### config.mk
export PLATFORM = sky130hd
export DESIGN_NAME = done_event_logger
export DESIGN_NICKNAME = d
export VERILOG_FILES = /design/src/rtl/done_event_logger.sv
export SDC_FILE = /design/constraint.sdc
export NUM_CORES = 1
export LEC_CHECK = 0
export ABC_AREA = 1
export CAP_MARGIN = 40
export CORE_ASPECT_RATIO = 0.6
export CORE_MARGIN = 4
export CORE_UTILIZATION = 55
export CTS_BUF_LIST = sky130_fd_sc_hd__clkbuf_8 sky130_fd_sc_hd__clkbuf_16
export DETAILED_ROUTE_END_ITERATION = 10
export GPL_TIMING_DRIVEN = 0
export PLACE_DENSITY = 0.78
export SYNTH_ARGS = -nofsm -noshare
export SYNTH_HDL_FRONTEND = slang
export SYNTH_SLANG_ARGS = --single-unit
### constraint.sdc
create_clock -name clock -period 2 [get_ports clock]
set_input_delay 0.4 -clock clock [delete_from_list [all_inputs] [get_ports clock]]
set_output_delay 0.4 -clock clock [all_outputs]
set_load 0.01 [all_outputs]
### src/rtl/done_event_logger.sv
// Logs rising edges of an upstream done flag as {timestamp, q} entries
// in a small first-word fall-through FIFO with sticky overflow.
module done_event_logger #(
    parameter int DEPTH = 4,
    parameter int TS_W  = 8
) (
    input  logic                       clock,
    input  logic                       clear_n,
    input  logic                       g_in,
    input  logic [3:0]                 q_in,
    input  logic                       rd_ready,
    output logic                       rd_valid,
    output logic [TS_W+3:0]            rd_data,
    output logic [$clog2(DEPTH):0]     level,
    output logic                       overflow,
    output logic [7:0]                 event_count
);

    localparam int AW = $clog2(DEPTH);
    localparam logic [AW:0] LVL_FULL = (AW+1)'(DEPTH);

    logic [TS_W-1:0] r_ts;
    logic            r_g_prev;
    logic [TS_W+3:0] r_mem [DEPTH];
    logic [AW-1:0]   r_wptr;
    logic [AW-1:0]   r_rptr;
    logic [AW:0]     r_level;
    logic            r_ovf;
    logic [7:0]      r_evcnt;

    logic w_event;
    logic w_full;
    logic w_pop;
    logic w_push;

    assign w_event = g_in & ~r_g_prev;
    assign w_full  = (r_level == LVL_FULL);
    assign w_pop   = (r_level != '0) & rd_ready;
    // A pop at the same edge frees the slot, so a full FIFO still accepts.
    assign w_push  = w_event & (~w_full | w_pop);

    always_ff @(posedge clock or negedge clear_n) begin
        if (!clear_n) begin
            r_ts     <= '0;
            r_g_prev <= 1'b0;
            r_wptr   <= '0;
            r_rptr   <= '0;
            r_level  <= '0;
            r_ovf    <= 1'b0;
            r_evcnt  <= '0;
        end else begin
            r_ts     <= r_ts + 1'b1;
            r_g_prev <= g_in;
            if (w_push) r_wptr <= r_wptr + 1'b1;
            if (w_pop) r_rptr <= r_rptr + 1'b1;
            if (w_push && !w_pop) r_level <= r_level + 1'b1;
            else if (!w_push && w_pop) r_level <= r_level - 1'b1;
            if (w_event && !w_push) r_ovf <= 1'b1;
            if (w_event && r_evcnt != 8'hFF) r_evcnt <= r_evcnt + 1'b1;
        end
    end

    // Storage needs no reset; emptiness is tracked by r_level.
    always_ff @(posedge clock) begin
        if (w_push) r_mem[r_wptr] <= {r_ts, q_in};
    end

    assign rd_valid    = (r_level != '0);
    assign rd_data     = r_mem[r_rptr];
    assign level       = r_level;
    assign overflow    = r_ovf;
    assign event_count = r_evcnt;

endmodule

==> qor.yml, run 1 <==
cp-start-kind: "flip-flop"
yosysTopAreaCell: "edfxtp_1"
ys_ff_latch: 73
h-tree-depth: 3
power.clock.fraction_pct: 22.7
use_met1_pct: 29.1
cts_tree: "done"
dp_hpwl_mm: 4.44
whs_ps: 421
synth_cell_types: 27
yosysWarnings: 0
synthAdderAreaFrac_pct: 3.54
synth_top_area_share_pct: 47.4
avgViaCountPerCell: 5.40
die_area_um2: 6820
syn_nets: 279
seqPwrFrac_pct: 39.9
grt_overflow: 0
drv_cap: 0
final_cell_area_um2: 3820
fmax_mhz: 511
gr-usage-all-layers_pct: 20.4
io_pins: 33
r2r_start: "level[0]"
grt_pass1_vias: 1959
use_met2_pct: 29.4
die_w_um: 104
vias: 2086
synth_compound_area_share_pct: 7.45
wl_mm: 6.54
layout_commonest_cell: "edfxtp_1"
grt_pass1_wl_mm: 10.3
period_needed_ps: 1960
antenna_found_initial: 0
dp_cells: 366
clk_pin_slew_ps: 70
final_cell_mix: "edfxtp_1, nand2_1, nor2_1, dfrtp_1"
synth_mux_area_share_pct: 0
holdBufCountCts: 0
drt_iter0_markers: 222
netlist_top_cells_area: "edfxtp_1, dfrtp_1, nand2_1"
port_buffers: 32
drc_errors: 0
final_hold_viol_count: 0
leakage_nw: 1.55
status: "complete, no violations"
clock_sinks: 73
busiest_layer: "met2"
skew_ps: 9.92
crit_start: "r_rptr[0]"
layout_setup_ws_ps: 44.8
worstSkewPairLatency_ps: 340
combPwrFrac_pct: 37.4
min-delay-path-class: "input port to asynchronous set/reset pin"
syn_inst: 263
crit_required_ps: 1600
drt_pre_antenna_iters: 4
setup_violations: 0
p_per_area_nw_per_um2: 1330
critPathMaxFanout: 10
dp_slack_ps: -453
grtUsageMet3_pct: 6.38
floorplan.initialDensity_pct: 58.4
coreArea_um2: 5200
p_sw_share_pct: 34.2
synth_xor_area_share_pct: 2.88
clk_path_buf_depth: 2
grt_max_degree: 16
gp_congestion: 0.844
rows: 20
tightest_slew_ps: 668
wire_per_inst_um: 16.9
antenna_cells: 0
intPower_w: 0.00333
cts_buffers: 9
layout.nets: 331
peakVddDrop_uv: 796
fin_crit_sh_pct: 97.8
instances_no_fill: 386
fill_cells: 349
critPathKind: "flip-flop to output pin"
setup_tns_ps: 0
synthSimpleGateAreaFrac_pct: 14.1
syn-cell-area_um2: 3040
ys_seq_area_share_pct: 68.0
area_growth_pct: 25.8
critPathCaptureType: "output pin"
die_height_um: 65.6
power_switching_w: 0.00174
syn_area_per_cell_um2: 11.6
slew_headroom_pct: 55.3
slew_viol_final: 0
ant_nets: 0
drive_gt1_share_pct: 19.1
placed_area_um2: 3510
clockRootBuffer: "clkbuf_8"
synth_top_family_by_area: "simple AND/OR/NAND/NOR gates"
arrival_ps: 1560
flip-flops by register name, summed over array words and instances, names as in the netlist:
register     flops
event_count      8
level            3
overflow         1
r_g_prev         1
r_mem           48
r_rptr           2
r_ts             8
r_wptr           2
timing repair:
item | in CTS | in global routing
setup buffers | 4 | 0
gates resized for setup | 35 | 26
setup endpoints to repair | 27 | 20
pin swaps | 0 | 2
logic make-up after synthesis:
| logic type | Yosys count |
|---|---|
| and+or+nand+nor | 101 |
| xor gates and xnor gates | 10 |
| AOI/OAI and AO/OA | 41 |
| buffers and inverters | 30 |
| adders and majority gates | 8 |
| DFF | 73 |
cell usage after synthesis:
| master | count |
|---|---|
| xor2_1 | 7 |
| nand3b_1 | 2 |
| o21bai_1 | 1 |
| nand2_1 | 41 |
| nor3_1 | 1 |
| o21ai_1 | 16 |
| o21ai_0 | 10 |
| dfrtp_1 | 25 |
| o21ai_2 | 1 |
| nand2_2 | 1 |
| edfxtp_1 | 48 |
| o22ai_1 | 12 |
| inv_2 | 5 |
| buf_2 | 4 |
| clkbuf_1 | 2 |
| a21oi_1 | 1 |
| nor2_1 | 40 |
| inv_1 | 17 |
| fa_1 | 1 |
| nor2_2 | 2 |
| clkinv_1 | 1 |
| nand2_4 | 2 |
| nand4_1 | 3 |
| nand3_1 | 9 |
| ha_1 | 7 |
| xnor2_1 | 3 |
| inv_4 | 1 |
metrics by stage:
| stage | util, % | power [W] |
|---|---|---|
| after floorplan | - | 0.00292 |
| after global placement | 66.1 | 0.00373 |
| after detailed placement | 67.4 | 0.00381 |
| after CTS | 72.5 | 0.00498 |
| after global routing | 73.4 | 0.00537 |
| final | 73.4 | 0.00507 |
power by group through the flow:
stage | Combinational, W | Clock, W | Sequential [W]
final | 0.00190 | 0.00115 | 0.00202
after global routing | 0.00208 | 0.00124 | 0.00205
after CTS | 0.00181 | 0.00117 | 0.00200
after detailed placement | 0.00179 | 0 | 0.00203
after global placement | 0.00171 | 0 | 0.00202
after floorplan | 0.000900 | 0 | 0.00202
worst max-delay path, stage by stage (launching register included):
cell and delay (ps):
dfrtp_2 460, buf_4 160, buf_6 140, nor2_2 120, o22ai_2 100, clkdlybuf4s15_2 230
worst paths after layout:
check,to,slack [ps],cells past startpoint
setup / recovery,rd_data[6],40,5
hold / removal,level[1],420,1
setup reg to reg,level[2],130,9
hold reg to reg,overflow,520,1
max in group asynchronous,r_rptr[0],1080,2
min in group clock,r_rptr[0],500,3
per-layer routing:
layer  share of wire, %  up-vias
met5                  0        -
met2                 45       87
met3                8.8        7
li1                   -     1002
met1                 45      990
met4                1.1        0
cell type report:
cell class / instances / area (um2) / share of cell area (%)
sequential: 73 / 2070 / 54.2
tap: 66 / 82.6 / 2.16
clock inverter: 5 / 55.1 / 1.44
inverter: 24 / 95.1 / 2.49
buffer: 6 / 70.1 / 1.83
clock buffer: 11 / 151 / 3.96
multi-input combinational: 160 / 896 / 23.4
timing repair buffer: 41 / 402 / 10.5
No activity file was read; power rests on OpenSTA's default activity.
==> inputs of run 2 (changes only) <==
--- a/config.mk
+++ b/config.mk
@@ -11,9 +11,11 @@
 export CORE_MARGIN = 4
 export CORE_UTILIZATION = 55
 export CTS_BUF_LIST = sky130_fd_sc_hd__clkbuf_8 sky130_fd_sc_hd__clkbuf_16
+export CTS_CLUSTER_DIAMETER = 30
 export DETAILED_ROUTE_END_ITERATION = 10
 export GPL_TIMING_DRIVEN = 0
 export PLACE_DENSITY = 0.78
+export SLEW_MARGIN = 20
 export SYNTH_ARGS = -nofsm -noshare
 export SYNTH_HDL_FRONTEND = slang
 export SYNTH_SLANG_ARGS = --single-unit
==> qor.yml, run 2 (synthesis results as in run 1) <==
status: "complete, no violations"  # unchanged
cts_buffers: 9  # unchanged
use_met1_pct: 28.8  # was 29.1%
min-delay-path-class: "input port to asynchronous set/reset pin"  # unchanged
cts_tree: "done"  # unchanged
cp-start-kind: "flip-flop"  # unchanged
busiest_layer: "met2"  # unchanged
rows: 20  # unchanged
max_flop_register: "r_mem"  # unchanged
grt_overflow: 0  # unchanged
final_cell_mix: "edfxtp_1, nand2_1, nor2_1, dfrtp_1, inv_1"  # was edfxtp_1, nand2_1, nor2_1, dfrtp_1
arrival_ps: 1540  # was 1560 ps
io_pins: 33  # unchanged
floorplan.initialDensity_pct: 58.4  # unchanged
clockRootBuffer: "clkbuf_8"  # unchanged
tightest_slew_ps: 733  # was 668 ps
die_height_um: 65.6  # unchanged
period_needed_ps: 1940  # was 1960 ps
final_hold_viol_count: 0  # unchanged
critPathMaxFanout: 10  # unchanged
die_area_um2: 6820  # unchanged
peakVddDrop_uv: 764  # was 796 uV
wl_mm: 6.54  # about the same
critPathCaptureType: "output pin"  # unchanged
drv_cap: 0  # unchanged
holdBufCountCts: 0  # unchanged
layout.nets: 330  # was 331
port_buffers: 32  # unchanged
r2r_slack_ps: 80  # was 130 ps
slew_headroom_pct: 51.1  # was 55.3%
placed_area_um2: 3460  # was 3510 um2
clock_sinks: 73  # unchanged
r2r-end: "level[2]"  # unchanged
drc_errors: 0  # unchanged
antenna_found_initial: 0  # unchanged
worstSkewPairLatency_ps: 340  # about the same
fmax_mhz: 515  # was 511 MHz
antenna_cells: 0  # unchanged
setup_violations: 0  # unchanged
final_cell_area_um2: 3780  # was 3820 um2
leakage_nw: 1.54  # was 1.55 nW
clk_pin_slew_ps: 80  # was 70 ps
fill_cells: 352  # was 349
h-tree-depth: 3  # unchanged
use_met2_pct: 31.0  # was 29.4%
p_per_area_nw_per_um2: 1350  # was 1330 nW/um2
grt_max_degree: 26  # was 16
r2r.worst_path.cells: 9  # unchanged
r2r_start: "level[0]"  # unchanged
grt_pass1_wl_mm: 10.3  # about the same
dp_hpwl_mm: 4.37  # was 4.44 mm
drt_iter0_markers: 167  # was 222
vias: 2086  # unchanged
grtUsageMet3_pct: 5.89  # was 6.38%
critPathKind: "flip-flop to output pin"  # unchanged
drive_gt1_share_pct: 18.2  # was 19.1%
drt_pre_antenna_iters: 5  # was 4
ant_nets: 0  # unchanged
gr-usage-all-layers_pct: 20.3  # was 20.4%
grt_pass1_vias: 1993  # was 1959
clk_path_buf_depth: 2  # unchanged
layout_commonest_cell: "edfxtp_1"  # unchanged
gp_congestion: 0.844  # unchanged
slew_viol_final: 0  # unchanged
largest_register_ffs: 48  # unchanged
skew_ps: 10.5  # was 9.92 ps
utilization_pct: 72.7  # was 73.4%
die_w_um: 104  # unchanged
area_growth_pct: 24.6  # was 25.8%
crit_required_ps: 1600  # about the same
fin_crit_sh_pct: 97.1  # was 97.8%
wire_per_inst_um: 17.0  # was 16.9 um
avgViaCountPerCell: 5.42  # was 5.40
coreArea_um2: 5200  # unchanged
## run 2: worst max-delay path by stage
stage                         start          end  slack, ps  depth (start not counted)
after global routing       level[0]     level[2]        -40                         10
after global placement         g_in  r_mem[0][2]       -650                          5
after detailed placement       g_in     level[2]       -530                         11
after CTS                 r_rptr[0]   rd_data[7]         -3                          5
final                     r_rptr[0]   rd_data[1]         60                          5
after floorplan            level[0]     level[2]        180                          9
## run 2: metrics by stage
stage	power, W	setup WS (ps)	setup TNS [ps]	instances	hold WS [ps]
after floorplan	0.00292	176	0	263	104
after global placement	0.00373	-649	-31260	361	468
after detailed placement	0.00381	-529	-17060	363	433
after CTS	0.00506	-3.47	-4.16	382	57.8
after global routing	0.00539	-37.4	-40.3	385	72.4
final	0.00510	58.3	0	385	45.8
## run 2: area by class of cell
cell class	count	area, um2	area share [%]
well taps	66	82.6	2.18
repair buffers	40	368	9.72
clock inverters	4	47.5	1.26
plain buffers	6	62.6	1.65
clock buffers	12	176	4.66
flip-flops and latches	73	2070	54.7
multi-input cells	160	883	23.3
inverters	24	95.1	2.51
## run 2: where the power goes
part,switching (W),total (W),internal [W]
Sequential,0.000193,0.00202,0.00182
Clock,0.000523,0.00124,0.000716
Combinational,0.00101,0.00185,0.000840
Total,0.00172,0.00510,0.00338
## run 2: routing by layer
metal / vias up / part of all wire (%)
met5: - / 0
met4: 0 / 0.90
met3: 6 / 6.0
met2: 65 / 47
met1: 1014 / 46
li1: 1001 / -
## run 2: what timing repair did
item / CTS / global route
buffers inserted: 3 / 3
hold endpoints to repair: 0 / 0
pin swaps: 2 / 2
setup endpoints to repair: 21 / 21
gates resized for setup: 33 / 20
## run 2: worst max-delay path, stage by stage, from the launching register on
cell	delay, ps
dfrtp_2	460
inv_4	110
buf_6	160
nor2_1	50
o22ai_1	140
dlygate4sd2_1	280
==> inputs of run 3 (changes only) <==
--- a/config.mk
+++ b/config.mk
@@ -9,12 +9,13 @@
 export CAP_MARGIN = 40
 export CORE_ASPECT_RATIO = 0.6
 export CORE_MARGIN = 4
-export CORE_UTILIZATION = 55
+export CORE_UTILIZATION = 60
 export CTS_BUF_LIST = sky130_fd_sc_hd__clkbuf_8 sky130_fd_sc_hd__clkbuf_16
 export CTS_CLUSTER_DIAMETER = 30
 export DETAILED_ROUTE_END_ITERATION = 10
+export DONT_BUFFER_PORTS = 1
 export GPL_TIMING_DRIVEN = 0
-export PLACE_DENSITY = 0.78
+export PLACE_DENSITY = 0.76
 export SLEW_MARGIN = 20
 export SYNTH_ARGS = -nofsm -noshare
 export SYNTH_HDL_FRONTEND = slang
==> qor.yml, run 3 (synthesis results as in run 1) <==
leakage_nw: 1.39  # was 1.54 nW
die_w_um: 99.9  # was 104 um
placed_area_um2: 3150  # was 3460 um2
floorplan.initialDensity_pct: 64.2  # was 58.4%
worstSkewPairLatency_ps: 340  # about the same
wl_mm: 5.97  # was 6.54 mm
critPathCaptureType: "flip-flop"  # was output pin
gp_congestion: 0.806  # was 0.844
setup_violations: 0  # unchanged
max_flop_register: "r_mem"  # unchanged
h-tree-depth: 3  # unchanged
wire_per_inst_um: 17.1  # was 17.0 um
fmax_mhz: 516  # was 515 MHz
layout_commonest_cell: "edfxtp_1"  # unchanged
drt_pre_antenna_iters: 4  # was 5
slew_headroom_pct: 51.8  # was 51.1%
vias: 1934  # was 2086
arrival_ps: 1990  # was 1540 ps
final_cell_area_um2: 3480  # was 3780 um2
largest_register_ffs: 48  # unchanged
period_needed_ps: 1940  # about the same
critPathKind: "flip-flop to flip-flop"  # was flip-flop to output pin
antenna_found_initial: 0  # unchanged
cts_buffers: 9  # unchanged
drt-met1-wl_mm: 2.65  # was 2.99 mm
gr-usage-all-layers_pct: 20.6  # was 20.3%
skew_ps: 7.53  # was 10.5 ps
crit_required_ps: 2050  # was 1600 ps
holdPathStages: 0
rows: 19  # was 20
cp-start-kind: "flip-flop"  # unchanged
final_hold_viol_count: 0  # unchanged
utilization_pct: 73.5  # was 72.7%
dp_hpwl_mm: 3.95  # was 4.37 mm
drc_errors: 0  # unchanged
drv_cap: 0  # unchanged
area_growth_pct: 14.5  # was 24.6%
r2r_start: "level[2]"  # was level[0]
clockRootBuffer: "clkbuf_8"  # unchanged
crit_start: "level[2]"  # was r_rptr[0]
final_cell_mix: "edfxtp_1, nand2_1, nor2_1, dfrtp_1, inv_1"  # unchanged
cts_tree: "done"  # unchanged
layout_setup_ws_ps: 60.3  # was 58.3 ps
clock_sinks: 73  # unchanged
dp_slack_ps: 18.2  # was -529 ps
rsz0062_at_grt: "yes"
grt_max_degree: 26  # unchanged
critPathMaxFanout: 8  # was 10
ant_nets: 0  # unchanged
met2_length_mm: 2.65  # was 3.10 mm
peakVddDrop_uv: 679  # was 764 uV
tightest_slew_ps: 720  # was 733 ps
die_height_um: 63.1  # was 65.6 um
die_area_um2: 6300  # was 6820 um2
antenna_cells: 0  # unchanged
grt_pass1_wl_mm: 9.78  # was 10.3 mm
layout.nets: 297  # was 330
coreArea_um2: 4730  # was 5200 um2
p_per_area_nw_per_um2: 1330  # was 1350 nW/um2
r2r.worst_path.cells: 6  # was 9
hp-start: "g_in"
grt_overflow: 0  # unchanged
status: "complete, no violations"  # unchanged
drt_iter0_markers: 118  # was 167
wl_met3_um: 597  # was 394 um
dr.max_layer_used: "met4"  # unchanged
io_pins: 33  # unchanged
setup_tns_ps: 0  # unchanged
fin_crit_sh_pct: 97.0  # was 97.1%
min-delay-path-class: "input port to flip-flop"  # was input port to asynchronous set/reset pin
drive_gt1_share_pct: 18.2  # unchanged
slew_viol_final: 0  # unchanged
clk_pin_slew_ps: 80  # about the same
clk_path_buf_depth: 2  # unchanged
avgViaCountPerCell: 5.54  # was 5.42
grt_pass1_vias: 1896  # was 1993
port_buffers: 0  # was 32
[run 3: cell count changes in the layout (fill, tap and decap cells not counted), sizes merged, moves of 3 or more]
cell,delta
clkdlybuf4s50,-17
clkdlybuf4s15,-6
clkbuf,-5
buf,-4
clkinv,+4
dlygate4sd2,-3
[run 3: repair_timing]
item | 4_1_cts | 5_1_grt
hold buffers | 2 | 0
resized for setup | 10 | 7
hold endpoints to repair | 25 | 0
setup endpoints to repair | 13 | 13
setup buffers | 0 | 2
[run 3: worst paths after layout]
check / endpoint / slack (ps)
hold reg to reg: r_ts[7] / 550
setup reg to reg: r_mem[2][4] / 60
setup / recovery: r_mem[2][4] / 60
min in group asynchronous: r_wptr[1] / 520
hold / removal: r_g_prev / 90
max in group asynchronous: level[0] / 1320
[run 3: where the power goes]
group	switching [W]	internal (W)	total (W)
Clock	0.000537	0.000702	0.00124
Combinational	0.000878	0.000453	0.00133
Sequential	0.000229	0.00183	0.00206
[run 3: layout make-up]
| class | instances | area (um2) |
|---|---|---|
| buffer | 6 | 35.0 |
| clock buffer | 9 | 124 |
| clock inverter | 7 | 93.8 |
| fill | 321 | 1250 |
| inverter | 24 | 92.6 |
| multi-input combinational | 160 | 907 |
| sequential | 73 | 2070 |
| tap | 63 | 78.8 |
| timing repair buffer | 7 | 75.1 |
[run 3: worst max-delay path, stage by stage, from the launching register on]
cell and delay [ps]:
dfrtp_1 430, inv_2 100, nor2_1 40, nand2_1 130
nand2_4 100, nor2_1 560, buf_4 280
[run 3: per-stage QoR]
stage	instances	power, W	hold slack, ps
global placement	326	0.00321	105
detailed placement	329	0.00328	105
floorplan	263	0.00292	104
global route	349	0.00491	64.3
finish	349	0.00463	87.4
CTS	347	0.00461	69.3
[run 3: metal layers]
metal | GRT usage, % | vias to the layer above
met5 | 0 | -
met4 | 8.69 | 0
met3 | 7.83 | 9
met2 | 29.3 | 84
met1 | 28.4 | 911
li1 | - | 930
